File: src/rtl/arp_tx.sv
// ARP transmit engine: snapshots a reply/request job, handshakes with the MAC tx framer and
// streams the ARP payload MSB first. `define ARP_TX_GRATUITOUS_EN adds a gratuitous-ARP source.
module arp_tx #(
  parameter int PAYLOAD_LEN = 46,
  parameter int ACK_TIMEOUT = 1023
) (
  input  logic        clk,
  input  logic        rst_n,
  input  logic [31:0] local_ip_addr,
  input  logic [47:0] local_mac_addr,
  input  logic        arp_reply_req,
  output logic        arp_reply_ack,
  input  logic [31:0] arp_rec_source_ip_addr,
  input  logic [47:0] arp_rec_source_mac_addr,
  input  logic        arp_request_req,
  output logic        arp_request_ack,
  input  logic [31:0] arp_request_ip_addr,
`ifdef ARP_TX_GRATUITOUS_EN
  input  logic        arp_gratuitous_req,
  output logic        arp_gratuitous_ack,
`endif
  output logic        arp_tx_req,
  input  logic        arp_tx_ack,
  output logic [47:0] arp_tx_dst_mac,
  output logic        arp_tx_valid,
  output logic [7:0]  arp_tx_data,
  output logic        arp_tx_end,
  output logic        arp_tx_busy
);

  localparam int CW = 8;
  localparam int WW = (ACK_TIMEOUT > 1) ? $clog2(ACK_TIMEOUT) : 1;
  localparam logic [CW-1:0] LAST_BYTE = CW'(PAYLOAD_LEN - 1);
  localparam logic [WW-1:0] LAST_WAIT = WW'(ACK_TIMEOUT - 1);
  localparam logic [47:0]   BCAST     = {48{1'b1}};

  typedef enum logic [1:0] {ST_IDLE, ST_WAIT_ACK, ST_SEND, ST_END} state_t;

  state_t          state_q, state_d;
  logic [CW-1:0]   cnt_q, cnt_d;
  logic [WW-1:0]   wait_q, wait_d;
  logic [15:0]     op_q, op_d;
  logic [47:0]     smac_q, smac_d, tmac_q, tmac_d, dst_q, dst_d;
  logic [31:0]     sip_q, sip_d, tip_q, tip_d;
  logic            reply_ack_q, reply_ack_d, request_ack_q, request_ack_d;
  logic            capture;
`ifdef ARP_TX_GRATUITOUS_EN
  logic            grat_ack_q, grat_ack_d;
`endif

  always_comb begin
    // NOTE: every signal driven here gets a default first, so no path through the case infers a latch.
    state_d       = state_q;
    cnt_d         = cnt_q;
    wait_d        = wait_q;
    op_d          = op_q;
    smac_d        = smac_q;
    sip_d         = sip_q;
    tmac_d        = tmac_q;
    tip_d         = tip_q;
    dst_d         = dst_q;
    reply_ack_d   = 1'b0;
    request_ack_d = 1'b0;
    capture       = 1'b0;
`ifdef ARP_TX_GRATUITOUS_EN
    grat_ack_d    = 1'b0;
`endif
    unique case (state_q)
      ST_IDLE: begin
        cnt_d  = '0;
        wait_d = '0;
        if (arp_reply_req) begin
          capture     = 1'b1;
          op_d        = 16'h0002;
          tmac_d      = arp_rec_source_mac_addr;
          tip_d       = arp_rec_source_ip_addr;
          dst_d       = arp_rec_source_mac_addr;
          reply_ack_d = 1'b1;
        end else if (arp_request_req) begin
          capture       = 1'b1;
          op_d          = 16'h0001;
          tmac_d        = '0;
          tip_d         = arp_request_ip_addr;
          dst_d         = BCAST;
          request_ack_d = 1'b1;
        end
`ifdef ARP_TX_GRATUITOUS_EN
        else if (arp_gratuitous_req) begin
          capture    = 1'b1;
          op_d       = 16'h0001;
          tmac_d     = '0;
          tip_d      = local_ip_addr;
          dst_d      = BCAST;
          grat_ack_d = 1'b1;
        end
`endif
        if (capture) begin
          smac_d  = local_mac_addr;
          sip_d   = local_ip_addr;
          state_d = ST_WAIT_ACK;
        end
      end
      ST_WAIT_ACK: begin
        // A timed-out job is dropped, not retried: its requester was already acked.
        if (arp_tx_ack)               state_d = ST_SEND;
        else if (wait_q == LAST_WAIT) state_d = ST_IDLE;
        else                          wait_d  = wait_q + 1'b1;
      end
      ST_SEND: begin
        if (cnt_q == LAST_BYTE) state_d = ST_END;
        else                    cnt_d   = cnt_q + 1'b1;
      end
      ST_END:  state_d = ST_IDLE;
      default: state_d = ST_IDLE;
    endcase
  end

  // NOTE: the snapshot registers are reset too, so dst_mac and data read 0 straight out of reset.
  always_ff @(posedge clk or negedge rst_n) begin
    if (!rst_n) begin
      state_q       <= ST_IDLE;
      cnt_q         <= '0;
      wait_q        <= '0;
      op_q          <= '0;
      smac_q        <= '0;
      sip_q         <= '0;
      tmac_q        <= '0;
      tip_q         <= '0;
      dst_q         <= '0;
      reply_ack_q   <= 1'b0;
      request_ack_q <= 1'b0;
`ifdef ARP_TX_GRATUITOUS_EN
      grat_ack_q    <= 1'b0;
`endif
    end else begin
      // NOTE: non-blocking updates so every register samples the pre-edge value of the others.
      state_q       <= state_d;
      cnt_q         <= cnt_d;
      wait_q        <= wait_d;
      op_q          <= op_d;
      smac_q        <= smac_d;
      sip_q         <= sip_d;
      tmac_q        <= tmac_d;
      tip_q         <= tip_d;
      dst_q         <= dst_d;
      reply_ack_q   <= reply_ack_d;
      request_ack_q <= request_ack_d;
`ifdef ARP_TX_GRATUITOUS_EN
      grat_ack_q    <= grat_ack_d;
`endif
    end
  end

  // The 28 ARP bytes as one MSB-first word; shifting by the byte count walks it, pad bytes fall out as 0.
  logic [223:0] frame, frame_sh;
  assign frame    = {16'h0001, 16'h0800, 8'h06, 8'h04, op_q, smac_q, sip_q, tmac_q, tip_q};
  assign frame_sh = frame << {cnt_q, 3'b000};

  assign arp_tx_req      = (state_q == ST_WAIT_ACK);
  assign arp_tx_valid    = (state_q == ST_SEND);
  assign arp_tx_data     = (state_q == ST_SEND) ? frame_sh[223:216] : 8'h00;
  assign arp_tx_end      = (state_q == ST_SEND) && (cnt_q == LAST_BYTE);
  assign arp_tx_busy     = (state_q != ST_IDLE);
  assign arp_tx_dst_mac  = dst_q;
  assign arp_reply_ack   = reply_ack_q;
  assign arp_request_ack = request_ack_q;
`ifdef ARP_TX_GRATUITOUS_EN
  assign arp_gratuitous_ack = grat_ack_q;
`endif

endmodule

File: config.mk
export PLATFORM = sky130hd
export DESIGN_NAME = arp_tx
export DESIGN_NICKNAME = d
export VERILOG_FILES = /design/src/rtl/arp_tx.sv
export SDC_FILE = /design/constraint.sdc
export NUM_CORES = 1
export LEC_CHECK = 0
export ABC_CLOCK_PERIOD_IN_PS = 1800
export BUFFER_PORTS_ARGS = -buffer_cell sky130_fd_sc_hd__buf_2
export CAP_MARGIN = 40
export CORE_ASPECT_RATIO = 2
export CORE_MARGIN = 2
export CORE_UTILIZATION = 49
export DETAILED_ROUTE_END_ITERATION = 10
export PLACE_DENSITY = 0.74
export SLEW_MARGIN = 20
export SYNTH_ARGS = -nofsm -noshare
export SYNTH_HDL_FRONTEND = slang
export SYNTH_SLANG_ARGS = --single-unit
export TNS_END_PERCENT = 10
File: constraint.sdc
create_clock -name clk -period 1.8 [get_ports clk]
set_input_delay 0 -clock clk [delete_from_list [all_inputs] [get_ports clk]]
set_output_delay 0 -clock clk [all_outputs]
set_load 0.03 [all_outputs]
* Yosys cells after proc, flatten, opt, wreduce, memory -nomap -nowiden *
Index checks and enable logic that the tools add are counted.

storage, ports and cells
  input bits = 197
  bits in registers = 246
  word-level logic and storage cells = 62
  output and inout port bits = 62

operators by class
  reduce and logical (&&, ||, !) cells = 11
  eq/ne operators = 11
  add/sub/neg operators = 2
  muxes and demuxes = 26
  shift-type cells = 1

operator list
  cell                     count
  $shl A209 B11 Y224       1
  $mux W48                 4
  $mux W32                 2
  $mux W16                 2
  $mux W10                 2
  $pmux W10 S2             1
  $mux W8                  2
  $pmux W8 S2              1
  $add A10 B1 Y10 const B  1
  $eq A10 B10 Y1 const B   1
  $add A8 B1 Y8 const B    1
  $eq A8 B6 Y1 const B     1
  $mux W2                  4
  $ne A2 B2 Y1 const B     4
  $pmux W2 S4              1
  $reduce_bool A2 Y1       4
  $mux W1                  7
  $reduce_and A2 Y1        3
  $reduce_and A3 Y1        2
  $eq A2 B2 Y1 const B     2
  $ne A3 B1 Y1 const B     1
  $eq A2 B1 Y1 const B     1
  $logic_not A2 Y1         1
  $ne A2 B1 Y1 const B     1
  $logic_and A1 B1 Y1      1

* Logic depth before layout (Yosys ltp) *
Gate-level depths: netlist (run 1).

  word-level depth = 5
  mapped depth = 9
  mapped depth without buffers = 6

* Worst setup path after synthesis (run 1) *
Ideal clock, no wire load.

  path kind = register to output
  from = register cnt_q[7]
  to = output port arp_tx_data[2]
  setup slack = -0.547 ns
  data required time = 1.800 ns
  path buffers = 2
  cell stages (with the launch flop) = 7
  arrival time = 2.347 ns
  path through = dfrtp_1 -> buf_6 -> or4b_1 -> buf_2 -> o22ai_2 -> o21ai_1 -> nor4_1

on the way
  cells in the longest elaborated chain, start to end = 2

RTL lines
  element                   line  RTL
  start: declaration        40    logic [CW-1:0] cnt_q, cnt_d;
  start signal: assignment  138   cnt_q <= cnt_d;
  $shl A209 B11 Y224        157   assign frame_sh = frame << {cnt_q, 3'b000};
  $mux W8                   161   assign arp_tx_data = (state_q == ST_SEND) ? frame_sh[223:216] : 8'h00;
  end: declaration          26    output logic [7:0] arp_tx_data,

Every way passes these cells.

* Worst setup path after layout (run 1) *
  from = register cnt_q[0]
  to = output port arp_tx_data[0]

The elaborated chain is that of the path after synthesis.

==> metrics.txt, run 1 <==
# TYPE chip_impl_metric gauge
chip_impl_metric{name="fmaxAchievable",unit="GHz"} 0.401
chip_impl_info{name="timing.critical_path.slowest_stage_cell",value="dfrtp_4"} 1
chip_impl_info{name="setup_repair_after_global_routing_missed_its_margin",value="yes"} 1
chip_impl_metric{name="synth.net_count",unit=""} 1089
chip_impl_metric{name="critical_path_required",unit="ns"} 1.80
chip_impl_metric{name="fin_worst_skew",unit="ns"} 0.0112
chip_impl_metric{name="period_share",unit="%"} 139
chip_impl_metric{name="first_global_vias",unit=""} 10900
chip_impl_metric{name="drt-total-wl",unit="mm"} 38.4
chip_impl_info{name="worst_setup_path_end_kind",value="primary output"} 1
chip_impl_metric{name="timing.critical_path.buf_inv",unit=""} 3
chip_impl_metric{name="power_density",unit="nW/µm²"} 1560
chip_impl_metric{name="num_rows",unit=""} 76
chip_impl_metric{name="slew_violations",unit=""} 0
chip_impl_metric{name="antenna_found_initial",unit=""} 1
chip_impl_metric{name="power.total",unit="µW"} 24800
chip_impl_metric{name="timing_worst_slew_pin_value",unit="ns"} 0.532
chip_impl_metric{name="hpwl_detailed",unit="mm"} 24.3
chip_impl_metric{name="synth_cells",unit=""} 888
chip_impl_metric{name="cts_max_level",unit=""} 1
chip_impl_metric{name="share_of_synthesized_area_spent_on_multiplexers",unit="%"} 16.5
chip_impl_metric{name="drt-vias-per-instance",unit=""} 5.92
chip_impl_info{name="synth.top_cells.by_area",value="dfrtp_1, mux2_2, mux2i_1"} 1
chip_impl_metric{name="cts_num_sinks",unit=""} 232
chip_impl_metric{name="synth_edf_count",unit=""} 0
chip_impl_info{name="synth_top_family_by_area",value="compound AO/OA/AOI/OAI gates"} 1
chip_impl_metric{name="synth_xor_area_share",unit="%"} 0.163
chip_impl_metric{name="max_stage_delay",unit="ns"} 0.52
chip_impl_metric{name="final.setup.worst_slack",unit="ns"} -0.694
chip_impl_metric{name="synth_largest_type_area_fraction",unit="%"} 54.1
chip_impl_metric{name="seq_area",unit="µm²"} 5820
chip_impl_metric{name="drt-initial-drc-count",unit=""} 788
chip_impl_info{name="hold_class",value="input port to async pin"} 1
chip_impl_metric{name="layout.core_utilization",unit="%"} 74.0
chip_impl_metric{name="first_pass_grt_wire_length",unit="mm"} 58.7
chip_impl_metric{name="postRouteAntennaNets",unit=""} 0
chip_impl_metric{name="clk-insertion-delay-late",unit="ns"} 0.52
chip_impl_metric{name="start_util",unit="%"} 50.0
chip_impl_metric{name="place.port_buffers",unit=""} 258
chip_impl_metric{name="cap_violations",unit=""} 0
chip_impl_metric{name="final-setup-viol-count",unit=""} 17
chip_impl_metric{name="grt_max_degree",unit=""} 62
chip_impl_info{name="outcome",value="finished with violations"} 1
chip_impl_metric{name="floorplan.die.height",unit="µm"} 213
chip_impl_metric{name="cts.clk_slew.worst_paths",unit="ns"} 0.07
chip_impl_metric{name="dp_slack",unit="ns"} -0.304
chip_impl_metric{name="grt.total_usage",unit="%"} 33.6
chip_impl_info{name="timing_worst_setup_path_type",value="flop to primary output"} 1
chip_impl_metric{name="post_synth.cell_area_avg",unit="µm²"} 12.1
chip_impl_metric{name="layout.nets",unit=""} 1585
chip_impl_metric{name="num_vias",unit=""} 9893
chip_impl_info{name="cts_root_buffer",value="clkbuf_16"} 1
chip_impl_metric{name="mappedNetlistArea",unit="µm²"} 10700
chip_impl_metric{name="multi_input_combinational_cell_area",unit="µm²"} 4730
chip_impl_info{name="crit_chain",value="buf_12, buf_8, mux2_2, o21ai_0, a2111o_1, o22ai_2, buf_6"} 1
chip_impl_metric{name="coreArea",unit="µm²"} 21500
chip_impl_metric{name="area.growth.synth_to_final",unit="%"} 48.1
chip_impl_metric{name="boundaryPins",unit=""} 259
chip_impl_metric{name="maxSlewHeadroom",unit="%"} 64.5
chip_impl_metric{name="drt_drc_violations_left",unit=""} 0
chip_impl_info{name="crit_family",value="compound AO/OA/AOI/OAI gates"} 1
chip_impl_metric{name="vdd_drop_max",unit="mV"} 1.35
chip_impl_metric{name="die-width",unit="µm"} 109
chip_impl_metric{name="share_of_async_settable_or_async_resettable_flops_after_synthesis",unit="%"} 100
chip_impl_metric{name="finalHoldViolations",unit=""} 0
chip_impl_info{name="tritoncts",value="done"} 1
chip_impl_metric{name="routabilityCongestion",unit=""} 0.930
chip_impl_metric{name="max_fanout_on_critical_path",unit=""} 7
chip_impl_metric{name="tritoncts.num_buffers",unit=""} 22
chip_impl_metric{name="post_synth_and_or_nand_nor_area_fraction",unit="%"} 7.73
chip_impl_metric{name="synth_sequential_area_ratio",unit="%"} 54.1
chip_impl_metric{name="cts-root-to-sink-buffers",unit=""} 3
chip_impl_info{name="synthFlopType",value="dfrtp_1"} 1
chip_impl_metric{name="firstDrtPassIters",unit=""} 5
chip_impl_info{name="worst_setup_path_start_kind",value="flop"} 1
chip_impl_info{name="synth_largest_area_cell",value="dfrtp_1"} 1
chip_impl_metric{name="synthDistinctLibCells",unit=""} 64
chip_impl_metric{name="route.detailed.wl_per_inst",unit="µm"} 23.0
chip_impl_metric{name="leakage",unit="µW"} 0.00699
chip_impl_metric{name="synth_compound_gate_area_share",unit="%"} 17.3
chip_impl_info{name="failed_checks",value="setup timing"} 1
chip_impl_metric{name="yosys_register_bits",unit=""} 232
chip_impl_metric{name="globalRoute.totalOverflow",unit=""} 0
chip_impl_metric{name="worstPathArrival",unit="ns"} 2.49
chip_impl_metric{name="synthAdderAreaFrac",unit="%"} 0.466
chip_impl_metric{name="post_route_cells_drive_above_1_share",unit="%"} 38.1
chip_impl_metric{name="timing.final.crit_period",unit="ns"} 2.49
chip_impl_metric{name="count_of_fill_cells_added_during_filler_insertion",unit=""} 1377
chip_impl_metric{name="ys.warnings.count",unit=""} 0
chip_impl_metric{name="die_area",unit="µm²"} 23200
-- per-stage QoR --
step	instances	TNS (ns)	cell area (µm²)	hold slack [ns]
2_1_floorplan	888	-1.14	10800	-0.296
3_3_place_gp	1431	-1.51	12900	-0.0165
3_5_place_dp	1431	-1.67	12900	-0.0193
4_1_cts	1672	-5.79	15700	0.0255
5_1_grt	1671	-6.85	15900	0.0547
6_report	1671	-5.64	15900	0.00425
-- Yosys cell counts (all sizes together) (3+ instances only) --
| cell | count |
|---|---|
| and3 | 4 |
| or3 | 5 |
| nand2 | 57 |
| o21ai | 52 |
| o311ai | 4 |
| nand4 | 4 |
| mux2 | 82 |
| o211ai | 8 |
| a21oi | 22 |
| o221ai | 5 |
| nand2b | 3 |
| ha | 4 |
| nor4 | 3 |
| nor2 | 18 |
| and2 | 32 |
| buf | 32 |
| a22o | 48 |
| mux4 | 17 |
| o22a | 48 |
| nand3 | 8 |
| or2 | 4 |
| o22ai | 19 |
| dfrtp | 232 |
| o31ai | 3 |
| a31oi | 30 |
| inv | 11 |
| a211oi | 3 |
| nor3 | 8 |
| mux2i | 47 |
| clkbuf | 43 |
-- cell type report --
cell class,instances,share of cell area [%]
Tap cell,273,2.15
Antenna cell,1,0.0157
Inverter,12,0.307
Multi-Input combinational cell,569,29.7
Sequential cell,232,36.6
Clock buffer,29,3.95
Timing Repair Buffer,547,26.5
Clock inverter,8,0.787
-- layout by cell type (no fill, tap or decap), types with 14 or more instances in the layout --
cell           synthesis  routed
buf_2                 23     248
dfrtp_1              232     225
dlygate4sd3_1          0     196
mux2_2                82      82
buf_4                  5      75
nand2_1               57      55
a22o_1                48      48
o22a_1                48      48
mux2i_1               47      47
o21ai_0               47      40
and2_1                32      32
a31oi_1               30      30
clkbuf_16              0      23
a21oi_1               22      19
mux4_2                17      17
o22ai_1               18      16
nor2_1                17      14
buf_12                 0      14
-- cell families (layout without fill, tap and decap cells) --
| group | Yosys count | after routing |
|---|---|---|
| xor gates and xnor gates | 2 | 2 |
| adders and majority gates | 4 | 4 |
| muxes | 146 | 146 |
| other | 0 | 1 |
| and+or+nand+nor | 159 | 159 |
| AOI/OAI and AO/OA | 258 | 258 |
| buffers and inverters | 87 | 596 |
| DFF | 232 | 232 |
-- registers in the layout (all words and copies together) (netlist names), named ones only --
| register | cells |
|---|---|
| arp_tx_dst_mac | 48 |
| smac_q | 48 |
| tmac_q | 48 |
| sip_q | 32 |
| tip_q | 32 |
| wait_q | 10 |
| cnt_q | 8 |
| op_q | 2 |
| arp_reply_ack | 1 |
| arp_request_ack | 1 |
| state_q | 1 |
-- layer usage --
metal | routed length, µm | vias to the layer above | global-route usage, %
li1 | - | 4326 | -
met1 | 13200 | 4878 | 36.9
met2 | 20700 | 510 | 59.3
met3 | 1850 | 179 | 4.65
met4 | 2730 | 0 | 22.5
met5 | 0 | - | 0
-- repair_timing --
item | in CTS | in global routing
endpoints found under the hold margin | 446 | 0
resized for setup | 26 | 47
endpoints found under the setup margin | 14 | 37
hold buffers | 196 | 0
cloned | 0 | 0
setup buffers | 8 | 0
pin swaps | 3 | 15
-- final timing paths --
kind | slack, ns | end | depth (start not counted) | from
worst min-delay path | 0.004 | tip_q[17] | 2 | rst_n
worst max register to register | 0.05 | cnt_q[4] | 8 | cnt_q[0]
min in group clk | 0.25 | sip_q[5] | 3 | local_ip_addr[5]
worst min register to register | 0.48 | arp_tx_dst_mac[21] | 1 | arp_tx_dst_mac[21]
max in group asynchronous | 1.10 | arp_tx_dst_mac[17] | 3 | rst_n
worst max-delay path | -0.69 | arp_tx_data[0] | 7 | cnt_q[0]
-- report_power, final --
part           leakage, µW  internal, µW  switching (µW)
logic              0.00387          5150            5530
clock network     0.000367          2890            2020
registers          0.00276          7520            1740
Power figures use the tool's default switching activity.
==> inputs of run 2 (changes only) <==
CORE_ASPECT_RATIO = default   (was 2)
CORE_MARGIN = 5   (was 2)
CTS_CLUSTER_DIAMETER = 80   (was default)
==> run 2 against run 1 <==
  * The flow still finishes with violations (setup timing)
  * Non-clock buffer count decreased by 4
  * First-iteration DRC count increased by 3.4%
  * Routed wire length decreased by 1.8%
  * Clock skew increased by 0.011 ns
  * Global-route usage decreased by 4.0 points
  * Cell count increased by 0.60%
  * Critical path depth decreased by 2
  * Worst setup slack got worse by 0.042 ns
  * Sequential power decreased by 1%
  * Critical path type unchanged
  * Largest cell class unchanged
  * Highest routed layer unchanged
==> metrics.txt, run 2 (synthesis results as in run 1) <==
# TYPE chip_impl_metric gauge
chip_impl_metric{name="fmaxAchievable",unit="GHz"} 0.394
chip_impl_metric{name="num_antenna_cells",unit=""} 0
chip_impl_metric{name="leakage",unit="µW"} 0.00701
chip_impl_metric{name="coreArea",unit="µm²"} 21700
chip_impl_metric{name="drt-vias-per-instance",unit=""} 5.88
chip_impl_info{name="tritoncts",value="done"} 1
chip_impl_metric{name="internal-power",unit="µW"} 15700
chip_impl_metric{name="first_global_vias",unit=""} 10500
chip_impl_metric{name="clk-insertion-delay-late",unit="ns"} 0.54
chip_impl_metric{name="antenna_found_initial",unit=""} 0
chip_impl_metric{name="grt.total_usage",unit="%"} 29.7
chip_impl_metric{name="min_path_cells",unit=""} 3
chip_impl_info{name="hold_class",value="input port to flop"} 1
chip_impl_info{name="timing.critical_path.slowest_stage_cell",value="mux4_2"} 1
chip_impl_metric{name="final-setup-viol-count",unit=""} 10
chip_impl_info{name="worstHoldEndpoint",value="smac_q[47]"} 1
chip_impl_metric{name="final.setup.worst_slack",unit="ns"} -0.736
chip_impl_metric{name="power_switching",unit="µW"} 9490
chip_impl_info{name="cts_root_buffer",value="clkbuf_16"} 1
chip_impl_metric{name="power.share.clock",unit="%"} 20.2
chip_impl_metric{name="num_vias",unit=""} 9878
chip_impl_metric{name="drt-total-wl",unit="mm"} 37.8
chip_impl_metric{name="critical_path_required",unit="ns"} 1.80
chip_impl_metric{name="layout.cell_area.non_filler",unit="µm²"} 15900
chip_impl_info{name="reg2reg_from",value="cnt_q[0]"} 1
chip_impl_metric{name="timing.final.crit_period",unit="ns"} 2.54
chip_impl_metric{name="swShare",unit="%"} 37.7
chip_impl_metric{name="post_route_cells_drive_above_1_share",unit="%"} 38.3
chip_impl_metric{name="period_share",unit="%"} 141
chip_impl_metric{name="cts_num_sinks",unit=""} 232
chip_impl_metric{name="setup_total_negative_slack",unit="ns"} -5.87
chip_impl_metric{name="place.port_buffers",unit=""} 258
chip_impl_metric{name="power.share.sequential",unit="%"} 36.5
chip_impl_info{name="worst_setup_path_end_kind",value="primary output"} 1
chip_impl_info{name="failed_checks",value="setup timing"} 1
chip_impl_metric{name="cap_violations",unit=""} 0
chip_impl_metric{name="max_stage_delay",unit="ns"} 0.51
chip_impl_info{name="worst_setup_path_start_kind",value="flop"} 1
chip_impl_metric{name="fin_worst_skew",unit="ns"} 0.0226
chip_impl_info{name="crit_chain",value="buf_6, mux4_2, o2111a_1, o311a_1, buf_2"} 1
chip_impl_metric{name="die-width",unit="µm"} 158
chip_impl_metric{name="grt_max_degree",unit=""} 62
chip_impl_metric{name="cells_on_worst_reg2reg_path",unit=""} 7
chip_impl_metric{name="drt_drc_violations_left",unit=""} 0
chip_impl_metric{name="num_rows",unit=""} 54
chip_impl_metric{name="globalRoute.totalOverflow",unit=""} 0
chip_impl_metric{name="cts-root-to-sink-buffers",unit=""} 3
chip_impl_metric{name="cts_max_level",unit=""} 1
chip_impl_metric{name="postRouteAntennaNets",unit=""} 0
chip_impl_metric{name="routabilityCongestion",unit=""} 0.889
chip_impl_metric{name="vdd_drop_max",unit="mV"} 1.13
chip_impl_metric{name="maxSlewHeadroom",unit="%"} 58.3
chip_impl_info{name="mostFrequentLayoutCell",value="buf_2"} 1
chip_impl_metric{name="cts.clk_slew.worst_paths",unit="ns"} 0.06
chip_impl_metric{name="slew_violations",unit=""} 0
chip_impl_metric{name="firstDrtPassIters",unit=""} 7
chip_impl_metric{name="r2r_setup_slack",unit="ns"} 0.01
chip_impl_metric{name="layout.nets",unit=""} 1584
chip_impl_info{name="timing_worst_setup_path_type",value="flop to primary output"} 1
chip_impl_metric{name="drt-initial-drc-count",unit=""} 815
chip_impl_info{name="setup_repair_after_global_routing_missed_its_margin",value="yes"} 1
chip_impl_metric{name="power.total",unit="µW"} 25100
chip_impl_metric{name="die_area",unit="µm²"} 25000
chip_impl_metric{name="floorplan.die.height",unit="µm"} 158
chip_impl_info{name="r2r-end",value="cnt_q[3]"} 1
chip_impl_metric{name="first_pass_grt_wire_length",unit="mm"} 57.9
chip_impl_metric{name="tritoncts.num_buffers",unit=""} 25
chip_impl_metric{name="area.growth.synth_to_final",unit="%"} 48.5
chip_impl_metric{name="start_util",unit="%"} 49.5
chip_impl_info{name="setup.worst_path.start",value="cnt_q[0]"} 1
chip_impl_metric{name="placedInstanceArea",unit="µm²"} 12900
chip_impl_metric{name="count_of_fill_cells_added_during_filler_insertion",unit=""} 1329
chip_impl_info{name="layout.cells.most_common_list",value="buf_2, dfrtp_1, dlygate4sd3_1"} 1
chip_impl_metric{name="power_density",unit="nW/µm²"} 1580
chip_impl_metric{name="worstPathArrival",unit="ns"} 2.54
chip_impl_metric{name="finalHoldViolations",unit=""} 0
chip_impl_metric{name="timing_worst_slew_pin_value",unit="ns"} 0.624
chip_impl_metric{name="comb_power_share",unit="%"} 43.3
chip_impl_metric{name="max_fanout_on_critical_path",unit=""} 9
chip_impl_metric{name="hpwl_detailed",unit="mm"} 22.6
chip_impl_metric{name="boundaryPins",unit=""} 259
chip_impl_info{name="worstHoldStart",value="arp_request_req"} 1
chip_impl_metric{name="route.detailed.wl_per_inst",unit="µm"} 22.5
chip_impl_info{name="outcome",value="finished with violations"} 1
## run 2: cell count changes in the layout (fill, tap and decap cells not counted), moves of 3 or more
cell	before	now
buf_6	12	8
clkinv_2	2	5
o22ai_1	16	13
dfrtp_2	6	3
dfrtp_1	225	228
mux2i_1	47	43
o22ai_2	3	6
mux2i_2	0	3
## run 2: worst max-delay path by stage
stage,to,slack (ns)
floorplan,arp_tx_data[4],-0.15
global route,arp_tx_data[1],-0.79
global placement,arp_tx_data[3],-0.21
detailed placement,arp_tx_data[3],-0.23
CTS,arp_tx_data[0],-0.66
finish,arp_tx_data[3],-0.74
## run 2: timing repair
item,in CTS,in global routing
hold buffers,196,0
pin swaps,4,7
setup endpoints to repair,14,19
buffers inserted,4,5
resized for setup,41,29
hold endpoints to repair,447,0
## run 2: routing by layer
| metal | track usage [%] | share of wire (%) | wire [µm] |
|---|---|---|---|
| met3 | 5.08 | 7.1 | 2690 |
| met2 | 51.0 | 51 | 19100 |
| met5 | 0 | 0 | 0 |
| met1 | 36.7 | 37 | 13900 |
| met4 | 13.6 | 5.5 | 2070 |
## run 2: worst max-delay path: cells and delay by family, from the launching register on
| kind | cells | cell delay (ns) |
|---|---|---|
| muxes | 1 | 0.51 |
| DFF | 1 | 0.50 |
| buffers and inverters | 2 | 0.38 |
| AOI/OAI and AO/OA | 2 | 0.60 |
## run 2: metrics by stage
step / cells / hold WS [ns] / util [%] / setup slack, ns
floorplan: 888 / -0.296 / - / -0.148
global placement: 1432 / -0.0714 / 59.3 / -0.207
detailed placement: 1432 / -0.0685 / 59.3 / -0.229
CTS: 1677 / 0.0795 / 72.8 / -0.663
global route: 1681 / 0.114 / 73.5 / -0.786
finish: 1681 / 0.104 / 73.5 / -0.736
## run 2: final cells by class
type                       count  area (µm²)  share of cell area [%]
inverter                      12        45.0                   0.282
timing repair buffer         543        4180                    26.2
sequential                   232        5810                    36.5
clock inverter                11         106                   0.667
tap                          280         350                    2.20
clock buffer                  34         699                    4.39
multi-input combinational    569        4750                    29.8
## run 2: power by group through the flow
stage                     registers [µW]  clock network (µW)  logic (µW)
after floorplan                     9330                   0        5850
after global placement              9010                   0        9400
after detailed placement            9040                   0        9680
after CTS                           8990                5080       10300
after global routing                9360                5360       11500
final                               9170                5090       10900
